===== src/rtl/lfsr_ctrl.sv =====
// Run/pause/step/clear controller for a downstream LFSR: debounces three raw
// buttons and paces shift-enable pulses through a prescaler.
module lfsr_ctrl #(
    parameter int unsigned PRESCALE  = 50_000_000,
    parameter int unsigned DB_CYCLES = 500_000
) (
    input  logic       clk,
    input  logic       rst_n,
    input  logic       engage_btn,
    input  logic       step_btn,
    input  logic       clear_btn,
    input  logic       once_mode,
    input  logic       max_tick,
    output logic       sh_en,
    output logic       rst_en,
    output logic [1:0] state,
    output logic [7:0] period_cnt
);

    localparam int unsigned PS_W     = 32;
    localparam int unsigned DB_W     = 24;
    localparam int unsigned N_BTN    = 3;
    localparam int unsigned BTN_ENG  = 0;
    localparam int unsigned BTN_STEP = 1;
    localparam int unsigned BTN_CLR  = 2;

    localparam logic [DB_W-1:0] DB_MAX  = DB_W'(DB_CYCLES);
    localparam logic [PS_W-1:0] PS_LAST = PS_W'(PRESCALE - 1);

    typedef enum logic [1:0] {
        IDLE = 2'd0,
        RUN  = 2'd1,
        DONE = 2'd2,
        CLR  = 2'd3
    } state_e;

    logic [N_BTN-1:0] btn_raw;
    logic [N_BTN-1:0] sync1_q;
    logic [N_BTN-1:0] sync2_q;
    logic [N_BTN-1:0] fired_q;
    logic [N_BTN-1:0] press_q;
    logic [DB_W-1:0]  db_cnt_q [N_BTN];

    state_e          state_q, state_d;
    logic            sh_en_q, sh_en_d;
    logic            rst_en_q, rst_en_d;
    logic [7:0]      period_q, period_d;
    logic [PS_W-1:0] presc_q, presc_d;

    assign btn_raw = {clear_btn, step_btn, engage_btn};

    // Synchronize, debounce, and emit one press pulse per qualified hold.
    always_ff @(posedge clk) begin
        if (!rst_n) begin
            sync1_q <= '0;
            sync2_q <= '0;
            fired_q <= '0;
            press_q <= '0;
            for (int i = 0; i < N_BTN; i++) begin
                db_cnt_q[i] <= '0;
            end
        end else begin
            sync1_q <= btn_raw;
            sync2_q <= sync1_q;
            for (int i = 0; i < N_BTN; i++) begin
                if (!sync2_q[i]) begin
                    db_cnt_q[i] <= '0;
                end else if (db_cnt_q[i] != DB_MAX) begin
                    db_cnt_q[i] <= db_cnt_q[i] + DB_W'(1);
                end
                // fired_q blocks repeat pulses while the counter sits saturated
                press_q[i] <= (db_cnt_q[i] == DB_MAX) && !fired_q[i];
                fired_q[i] <= sync2_q[i] && (fired_q[i] || (db_cnt_q[i] == DB_MAX));
            end
        end
    end

    // FSM and output registers.
    always_ff @(posedge clk) begin
        if (!rst_n) begin
            state_q  <= CLR;
            sh_en_q  <= 1'b0;
            rst_en_q <= 1'b1;
            period_q <= '0;
            presc_q  <= '0;
        end else begin
            state_q  <= state_d;
            sh_en_q  <= sh_en_d;
            rst_en_q <= rst_en_d;
            period_q <= period_d;
            presc_q  <= presc_d;
        end
    end

    // Next-state and registered-output logic; clear outranks engage outranks step.
    always_comb begin
        state_d  = state_q;
        sh_en_d  = 1'b0;
        period_d = period_q;
        presc_d  = presc_q;
        rst_en_d = 1'b0;

        if (press_q[BTN_CLR]) begin
            state_d  = CLR;
            period_d = '0;
            presc_d  = '0;
        end else begin
            case (state_q)
                CLR: begin
                    state_d  = IDLE;
                    period_d = '0;
                    presc_d  = '0;
                end
                IDLE: begin
                    if (press_q[BTN_ENG]) begin
                        state_d = RUN;
                        presc_d = '0;
                    end else if (press_q[BTN_STEP]) begin
                        sh_en_d = 1'b1;
                    end
                end
                RUN: begin
                    if (max_tick) begin
                        period_d = period_q + 8'd1;
                    end
                    if (press_q[BTN_ENG]) begin
                        state_d = IDLE;
                    end else if (max_tick && once_mode) begin
                        state_d = DONE;
                    end else if (presc_q == PS_LAST) begin
                        presc_d = '0;
                        sh_en_d = 1'b1;
                    end else begin
                        presc_d = presc_q + PS_W'(1);
                    end
                end
                DONE: begin
                    state_d = DONE;
                end
                default: begin
                    state_d = CLR;
                end
            endcase
        end

        rst_en_d = (state_d == CLR);
    end

    assign sh_en      = sh_en_q;
    assign rst_en     = rst_en_q;
    assign state      = state_q;
    assign period_cnt = period_q;

endmodule


===== config.mk =====
export PLATFORM = sky130hd
export DESIGN_NAME = lfsr_ctrl
export DESIGN_NICKNAME = d
export VERILOG_FILES = /design/src/rtl/lfsr_ctrl.sv
export SDC_FILE = /design/constraint.sdc
export NUM_CORES = 1
export LEC_CHECK = 0
export CAP_MARGIN = 30
export CORE_ASPECT_RATIO = 1.5
export CORE_MARGIN = 3
export CORE_UTILIZATION = 23
export DETAILED_ROUTE_END_ITERATION = 12
export GPL_TIMING_DRIVEN = 0
export HOLD_SLACK_MARGIN = 0.15
export SLEW_MARGIN = 0
export SYNTH_ARGS = -nofsm -noshare
export SYNTH_HDL_FRONTEND = slang
export SYNTH_SLANG_ARGS = --single-unit

===== constraint.sdc =====
create_clock -name clk -period 2.75 [get_ports clk]
set_input_delay 0.825 -clock clk [delete_from_list [all_inputs] [get_ports clk]]
set_output_delay 0.825 -clock clk [all_outputs]
set_load 0.02 [all_outputs]

# Yosys cells after proc, flatten, opt, wreduce, memory -nomap -nowiden
# Memories as Yosys holds them, arrays and structs flattened.
# Index checks and enable logic that the tools add are counted.
[totals]
register_bits = 56
mem_bits_rw = 72
input_bits = 7
out_inout_bits = 12
wordCells = 102
memories = 1
[classes]
add_sub_neg = 5
n_eq_ne = 15
mux = 46
n_bitwise = 7
reduce_logical = 19
[memory_table]
columns = ["memory", "depth", "word_bits", "read_ports", "rd_clocked_by_memory_dff", "write_ports", "line", "rtl"]
rows = [
  ["db_cnt_q", 3, 24, 3, 0, 3, "42", "logic [DB_W-1:0] db_cnt_q [N_BTN];"],
]
[op_table]
columns = ["op", "n"]
rows = [
  ["$mux 24", 6],
  ["$mux 32", 4],
  ["$pmux 32 s3", 1],
  ["$add 24x1->24 const B", 3],
  ["$eq 24x19->1 const B", 3],
  ["$ne 24x19->1 const B", 3],
  ["$add 32x1->32 const B", 1],
  ["$eq 32x26->1 const B", 1],
  ["$mux 1", 27],
  ["$pmux 8 s2", 1],
  ["$add 8x1->8 const B", 1],
  ["$mux 2", 4],
  ["$mux 8", 1],
  ["$ne 2x2->1 const B", 4],
  ["$pmux 2 s4", 1],
  ["$logic_and 1x1->1", 7],
  ["$eq 2x2->1 const B", 3],
  ["$or 1x1->1", 6],
  ["$reduce_and 4->1", 1],
  ["$logic_not 1->1", 3],
  ["$logic_or 1x1->1", 3],
  ["$reduce_bool 3->1", 1],
  ["$eq 2x1->1 const B", 1],
  ["$logic_not 2->1", 1],
  ["5 further kinds", 5],
]

# Depth between registers and ports, before layout
# Gate-level depths: netlist of the first run.
[logic_depth]
word_depth = 6
depth_mapped = 8
depth_no_buf = 7

# Least setup slack after synthesis of the first run
# No wires, ideal clock.
[synth_path]
path_kind = "input-to-reg"
start = "input max_tick"
end = "register presc_q[30]"
setup_time_ns = 0.115
t_arrival_ns = 2.372
t_required_ns = 2.635
path_slack_ns = 0.263
stages = 7
n_path_buf = 2
path_cell_list = "clkbuf_1 and2_1 o32a_1 clkbuf_1 nor4b_1 xnor2_1 nor2_1"
[synth_between]
elab_chain_len = 3
[synth_rtl]
columns = ["element", "line", "rtl"]
rows = [
  ["from (decl)", "13", "input logic max_tick,"],
  ["$logic_and 1x1->1", "128", "end else if (max_tick && once_mode) begin"],
  ["$ne 2x2->1 (no source line)", "--", ""],
  ["$reduce_and 4->1 (no source line)", "--", ""],
  ["to (signal assigned)", "91", "presc_q <= presc_d;"],
  ["to (decl)", "48", "logic [PS_W-1:0] presc_q, presc_d;"],
]
# Every way passes these cells.
# A chain may end at the register's enable or synchronous reset.

# Worst setup path in the final report of the first run
[layout_path]
start = "input once_mode"
end = "register presc_q[30]"
[layout_between]
elab_chain_len = 3
[layout_rtl]
columns = ["element", "line", "rtl"]
rows = [
  ["from (decl)", "12", "input logic once_mode,"],
  ["$logic_and 1x1->1", "128", ""],
  ["$ne 2x2->1 (no source line)", "--", ""],
  ["$reduce_and 4->1 (no source line)", "--", ""],
]
# Every way passes these cells.

==> results_dict.tcl, run 1 <==
set metrics [dict create \
    synth_cell_types 47 \
    yosys.area.top_type "edfxtp_1" \
    grt_pass1_vias 4827 \
    io_buffer_count 17 \
    cpPeakStageDelay_ns 0.47 \
    clock_latency_ns 0.42 \
    hold_end "sync2_q[2]$_SDFF_PN0_" \
    min_path_type "reg -> reg" \
    grt_max_degree 17 \
    dp_hpwl_um 9780 \
    worstPathRequired_ns 3.06 \
    status "complete, no violations" \
    core_um2 27500 \
    vias 4818 \
    netlist_area_um2 6500 \
    ant_nets 0 \
    relSlewSlack 0.388 \
    ys_async_sr_fraction 0 \
    cts_max_level 4 \
    report.final.slew_viol_count 0 \
    post-cts-setup-buffer-count 0 \
    cts_root_buf "clkbuf_16" \
    antenna_found_initial 0 \
    initial_core_util 0.236 \
    slowest_stage "o32a_1" \
    rr_endpoint "presc_q[30]$_SDFFE_PP0P_" \
    maxCapViolCount 0 \
    period_minus_slack_ns 2.58 \
    cts.path.max_buffers 2 \
    cts_buffers 17 \
    drtIter0Drc 172 \
    post_route_cells_drive_above_1_share 0.0657 \
    placed_cells 1025 \
    path_clk_slew_ns 0.05 \
    layout_commonest_cell "nor2_1" \
    ctsHoldBuffers 0 \
    syn_avg_cell_area_um2 9.82 \
    clock.fmax_ghz 0.387 \
    cp-end-kind "flop" \
    syn_inst 662 \
    yosysWarnings 0 \
    r2r_cells 7 \
    final_core_util 0.281 \
    drt-wirelength-per-cell_um 13.0 \
    mostFrequentLayoutCells "nor2_1 (127), edfxtp_1 (72), dfxtp_1 (56), xnor2_1 (55), xor2_1 (42)" \
    drcViolationCount 0 \
    wirelength_um 13700 \
    post-route-period-util 0.939 \
    ioPinCount 19 \
    final.fill_count 2847 \
    synth-seq-cells 128 \
    syn2layout_area_growth_pct 18.8 \
    worstPathCellList "clkdlybuf4s50_1 > and2_1 > o32a_1 > clkbuf_1 > nor4b_1 > xnor2_1 > nor2_1" \
    rrSetupSlack_ns 0.24 \
    cts_tree "built" \
    path_buf_inv 2 \
    grt_overflow 0 \
    cp_max_fo 10 \
    worstHoldPathCells 1 \
    routed_via_density 4.56 \
    min_from "sync1_q[2]$_SDFF_PN0_" \
    final_net_count 721 \
    finalSetupViolations 0 \
    yosysSeqAreaShare 0.505 \
    synth_nets 681 \
    dieArea_um2 30400 \
    hold_viol 0 \
    max-vdd-ir-drop_mv 0.425 \
    rows 74 \
    ys.flop_type "edfxtp_1" \
    die_x_um 143 \
    cts.sinks 128 \
    worst_pin_slew_ns 0.912 \
    gp_congestion 0.760 \
    crit_arrival_ns 2.89 \
    r2r_start "presc_q[0]$_SDFFE_PP0P_" \
    diodes 0 \
    yosys.area.top_type_share 0.333 \
    fp.dieH_um 212 \
    crit_family "simple AND/OR/NAND/NOR gates" \
    grt_usage 0.0950 \
    power_density_nw_per_um2 553 \
    grt_pass1_wl_um 23500 \
    total_leakage_power_uw 0.00252 \
    skew_ns 0.00744 \
    yosys-top-cells-area "edfxtp_1 (33%), dfxtp_1 (17%), xnor2_1 (7.4%), nor2_1 (7.3%), xor2_1 (5.7%)" \
    firstDrtPassIters 4 \
    critPathLaunchType "input pin" \
    worstSetupPathType "in -> reg" \
    finalNonFillerCells 1057 \
    synth-edff-count 72 \
    tns_ns 0 \
]
metal layers:
metal	vias up	part of all wire	track usage
met5	-	0	0
met4	0	0.020	0.0403
met3	14	0.021	0.0212
met2	56	0.53	0.173
met1	2302	0.43	0.105
li1	2446	-	-
power by group:
part / switching [uW] / internal [uW]
logic: 155 / 79.8
registers: 20.2 / 2020
clock network: 776 / 1220
total: 951 / 3320
synthesized netlist by cell type, types with 5 or more instances:
cell      instances
dfxtp_1          56
nand4_1          34
nor4_1           15
nor2_1          127
and2_1           10
o21ai_0           7
nand3b_1          5
ha_1             12
inv_1            19
clkbuf_1         18
nor4b_1          13
edfxtp_1         72
nor3_1           24
and3_1           17
and4_1            5
xor2_1           42
a21oi_1           7
nand3_1          37
or4_1            10
nand2_1          36
xnor2_1          55
sequential cells by signal (all words and copies together) (netlist names):
| register | flops |
|---|---|
| db_cnt_q | 72 |
| presc_q | 32 |
| period_cnt | 8 |
| fired_q | 3 |
| press_q | 3 |
| sync1_q | 3 |
| sync2_q | 3 |
| state | 2 |
| rst_en | 1 |
| sh_en | 1 |
worst max path at each step:
stage	start	endpoint	slack, ns	cells after the start
after global placement	rst_n	db_cnt_q[2][20]$_SDFFCE_PN0P_	-0.94	4
after detailed placement	rst_n	db_cnt_q[0][17]$_SDFFCE_PN0P_	-0.66	5
after floorplan	max_tick	presc_q[30]$_SDFFE_PP0P_	0.26	7
after CTS	rst_n	db_cnt_q[0][17]$_SDFFCE_PN0P_	-0.005	5
final	once_mode	presc_q[30]$_SDFFE_PP0P_	0.17	7
after global routing	db_cnt_q[0][0]$_SDFFCE_PN0P_	db_cnt_q[0][9]$_SDFFCE_PN0P_	-0.009	8
through the flow:
| stage | setup WS [ns] | area (um2) | total power, uW | hold WS (ns) |
|---|---|---|---|---|
| global route | -0.00875 | 7730 | 4440 | 0.457 |
| finish | 0.167 | 7730 | 4270 | 0.431 |
| global placement | -0.936 | 7100 | 2310 | 0.416 |
| detailed placement | -0.662 | 7160 | 2310 | 0.424 |
| CTS | -0.00453 | 7700 | 4330 | 0.436 |
| floorplan | 0.263 | 6500 | 2230 | 0.412 |
cell families after synthesis:
logic type | Yosys count | share of synthesized area
AO/OA/AOI/OAI | 32 | 0.0354
XOR/XNOR | 97 | 0.131
adder cells (fa/ha/maj) | 12 | 0.0231
buffers and inverters | 41 | 0.0273
flip-flops | 128 | 0.505
multiplexers | 1 | 0.00173
AND/OR/NAND/NOR | 351 | 0.277
layout make-up:
| cell class | count | area (um2) | share of cell area |
|---|---|---|---|
| buffer | 22 | 111 | 0.0144 |
| inverter | 19 | 71.3 | 0.00923 |
| multi-input combinational | 493 | 3080 | 0.399 |
| sequential | 128 | 3280 | 0.425 |
| tap | 342 | 428 | 0.0554 |
| timing repair buffer | 21 | 233 | 0.0301 |
| clock inverter | 9 | 67.6 | 0.00874 |
| clock buffer | 23 | 448 | 0.0580 |
repair_timing:
action                                  in CTS  in global routing
endpoints found under the setup margin      54                 93
gates resized for setup                      4                 12
pin swaps                                    0                  0
Note: power is estimated with default switching activity, not from simulation.
==> inputs of run 2 (changes only) <==
CORE_MARGIN = not set   (was 3)
==> results_dict.tcl, run 2 (same netlist as run 1, synthesis figures left out) <==
set metrics [dict create \
    cts_tree "built" \
    cts_buffers 17 \
    period_minus_slack_ns 2.55 \
    final_net_count 721 \
    finalSetupViolations 0 \
    crit_arrival_ns 2.88 \
    routed_via_density 4.50 \
    io_buffer_count 17 \
    firstDrtPassIters 4 \
    drt-wirelength-per-cell_um 13.0 \
    clock.fmax_ghz 0.392 \
    post-cts-setup-buffer-count 0 \
    ant_nets 0 \
    status "complete, no violations" \
    rows 75 \
    dieArea_um2 29000 \
    wirelength_um 13800 \
    report.final.slew_viol_count 0 \
    fp.dieH_um 208 \
    largest_reg_flops 72 \
    min_path_type "reg -> reg" \
    final_area_um2 7760 \
    skew_ns 0.0126 \
    grt_max_degree 17 \
    multi_input_comb_area_um2 3060 \
    power_density_nw_per_um2 581 \
    ctsHoldBuffers 0 \
    gp_congestion 0.766 \
    placed_cells 1029 \
    maxCapViolCount 0 \
    rsz0062_at_grt "false" \
    cts_max_level 4 \
    drcViolationCount 0 \
    post_route_cells_drive_above_1_share 0.0741 \
    slowest_stage "o32a_1" \
    vias 4779 \
    antenna_found_initial 0 \
    core_um2 27900 \
    ioPinCount 19 \
    worst_pin_slew_ns 0.821 \
    critPathLaunchType "input pin" \
    relSlewSlack 0.449 \
    finalNonFillerCells 1061 \
    grt_overflow 0 \
    cts.path.max_buffers 2 \
    cp-end-kind "flop" \
    power.total_uw 4510 \
    cts.sinks 128 \
    dp_hpwl_um 9840 \
    path_clk_slew_ns 0.06 \
    cp_max_fo 10 \
    final.fill_count 2876 \
    regMostFlops "db_cnt_q" \
    initial_core_util 0.233 \
    worstPathCellList "clkdlybuf4s50_1 > and2_1 > o32a_1 > clkbuf_1 > nor4_1 > xnor2_1 > nor2_1" \
    grt_pass1_vias 4891 \
    tns_ns 0 \
    cts_resized 2 \
    diodes 0 \
    clock_latency_ns 0.43 \
    worstSetupPathType "in -> reg" \
    worstPathRequired_ns 3.08 \
    syn2layout_area_growth_pct 19.3 \
    die_x_um 139 \
    mostFrequentLayoutCells "nor2_1 (127), edfxtp_1 (72), dfxtp_1 (56), xnor2_1 (55), xor2_1 (42)" \
    max-vdd-ir-drop_mv 0.430 \
    placed_area_um2 7150 \
    final_core_util 0.278 \
    layout_commonest_cell "nor2_1" \
    total_leakage_power_uw 0.00254 \
    seq_area_um2 3280 \
    hold_viol 0 \
    grt_usage 0.101 \
    grt_pass1_wl_um 23500 \
    drtIter0Drc 233 \
    cts_root_buf "clkbuf_16" \
    cpPeakStageDelay_ns 0.47 \
    post-route-period-util 0.927 \
]
run 2: worst paths after layout:
| check | startpoint | end | slack (ns) | cells after the start |
|---|---|---|---|---|
| setup / recovery | once_mode | presc_q[24]$_SDFFE_PP0P_ | 0.20 | 7 |
| hold / removal | sync1_q[1]$_SDFF_PN0_ | sync2_q[1]$_SDFF_PN0_ | 0.43 | 1 |
| setup reg to reg | db_cnt_q[1][3]$_SDFFCE_PN0P_ | db_cnt_q[1][10]$_SDFFCE_PN0P_ | 0.24 | 6 |
| hold reg to reg | sync1_q[1]$_SDFF_PN0_ | sync2_q[1]$_SDFF_PN0_ | 0.43 | 1 |
run 2: critical path: cells and delay by family:
kind	cells	cell delay, ns
XOR/XNOR	1	0.17
AO/OA/AOI/OAI	1	0.47
buffers and inverters	2	0.72
AND/OR/NAND/NOR	3	0.69
run 2: metrics by stage:
stage / worst slack (ns) / hold slack (ns)
after floorplan: 0.263 / 0.412
after global placement: -0.814 / 0.415
after detailed placement: -0.498 / 0.420
after CTS: -0.00955 / 0.433
after global routing: 0.0204 / 0.442
final: 0.200 / 0.430
run 2: power by group:
part	switching, uW	internal [uW]
clock	904	1340
sequential	19.8	2020
combinational	150	80.0
run 2: layer usage:
metal	wire length [um]	global-route usage
met1	5810	0.109
met2	7270	0.185
met3	308	0.0186
met4	371	0.0575
met5	0	0
run 2: layout make-up:
cell class | count | area share
inverter | 19 | 0.00919
tap | 346 | 0.0558
buffer | 22 | 0.0144
clock inverter | 15 | 0.0205
clock buffer | 17 | 0.0548
timing repair buffer | 21 | 0.0284
multi-input combinational | 493 | 0.394
sequential | 128 | 0.423
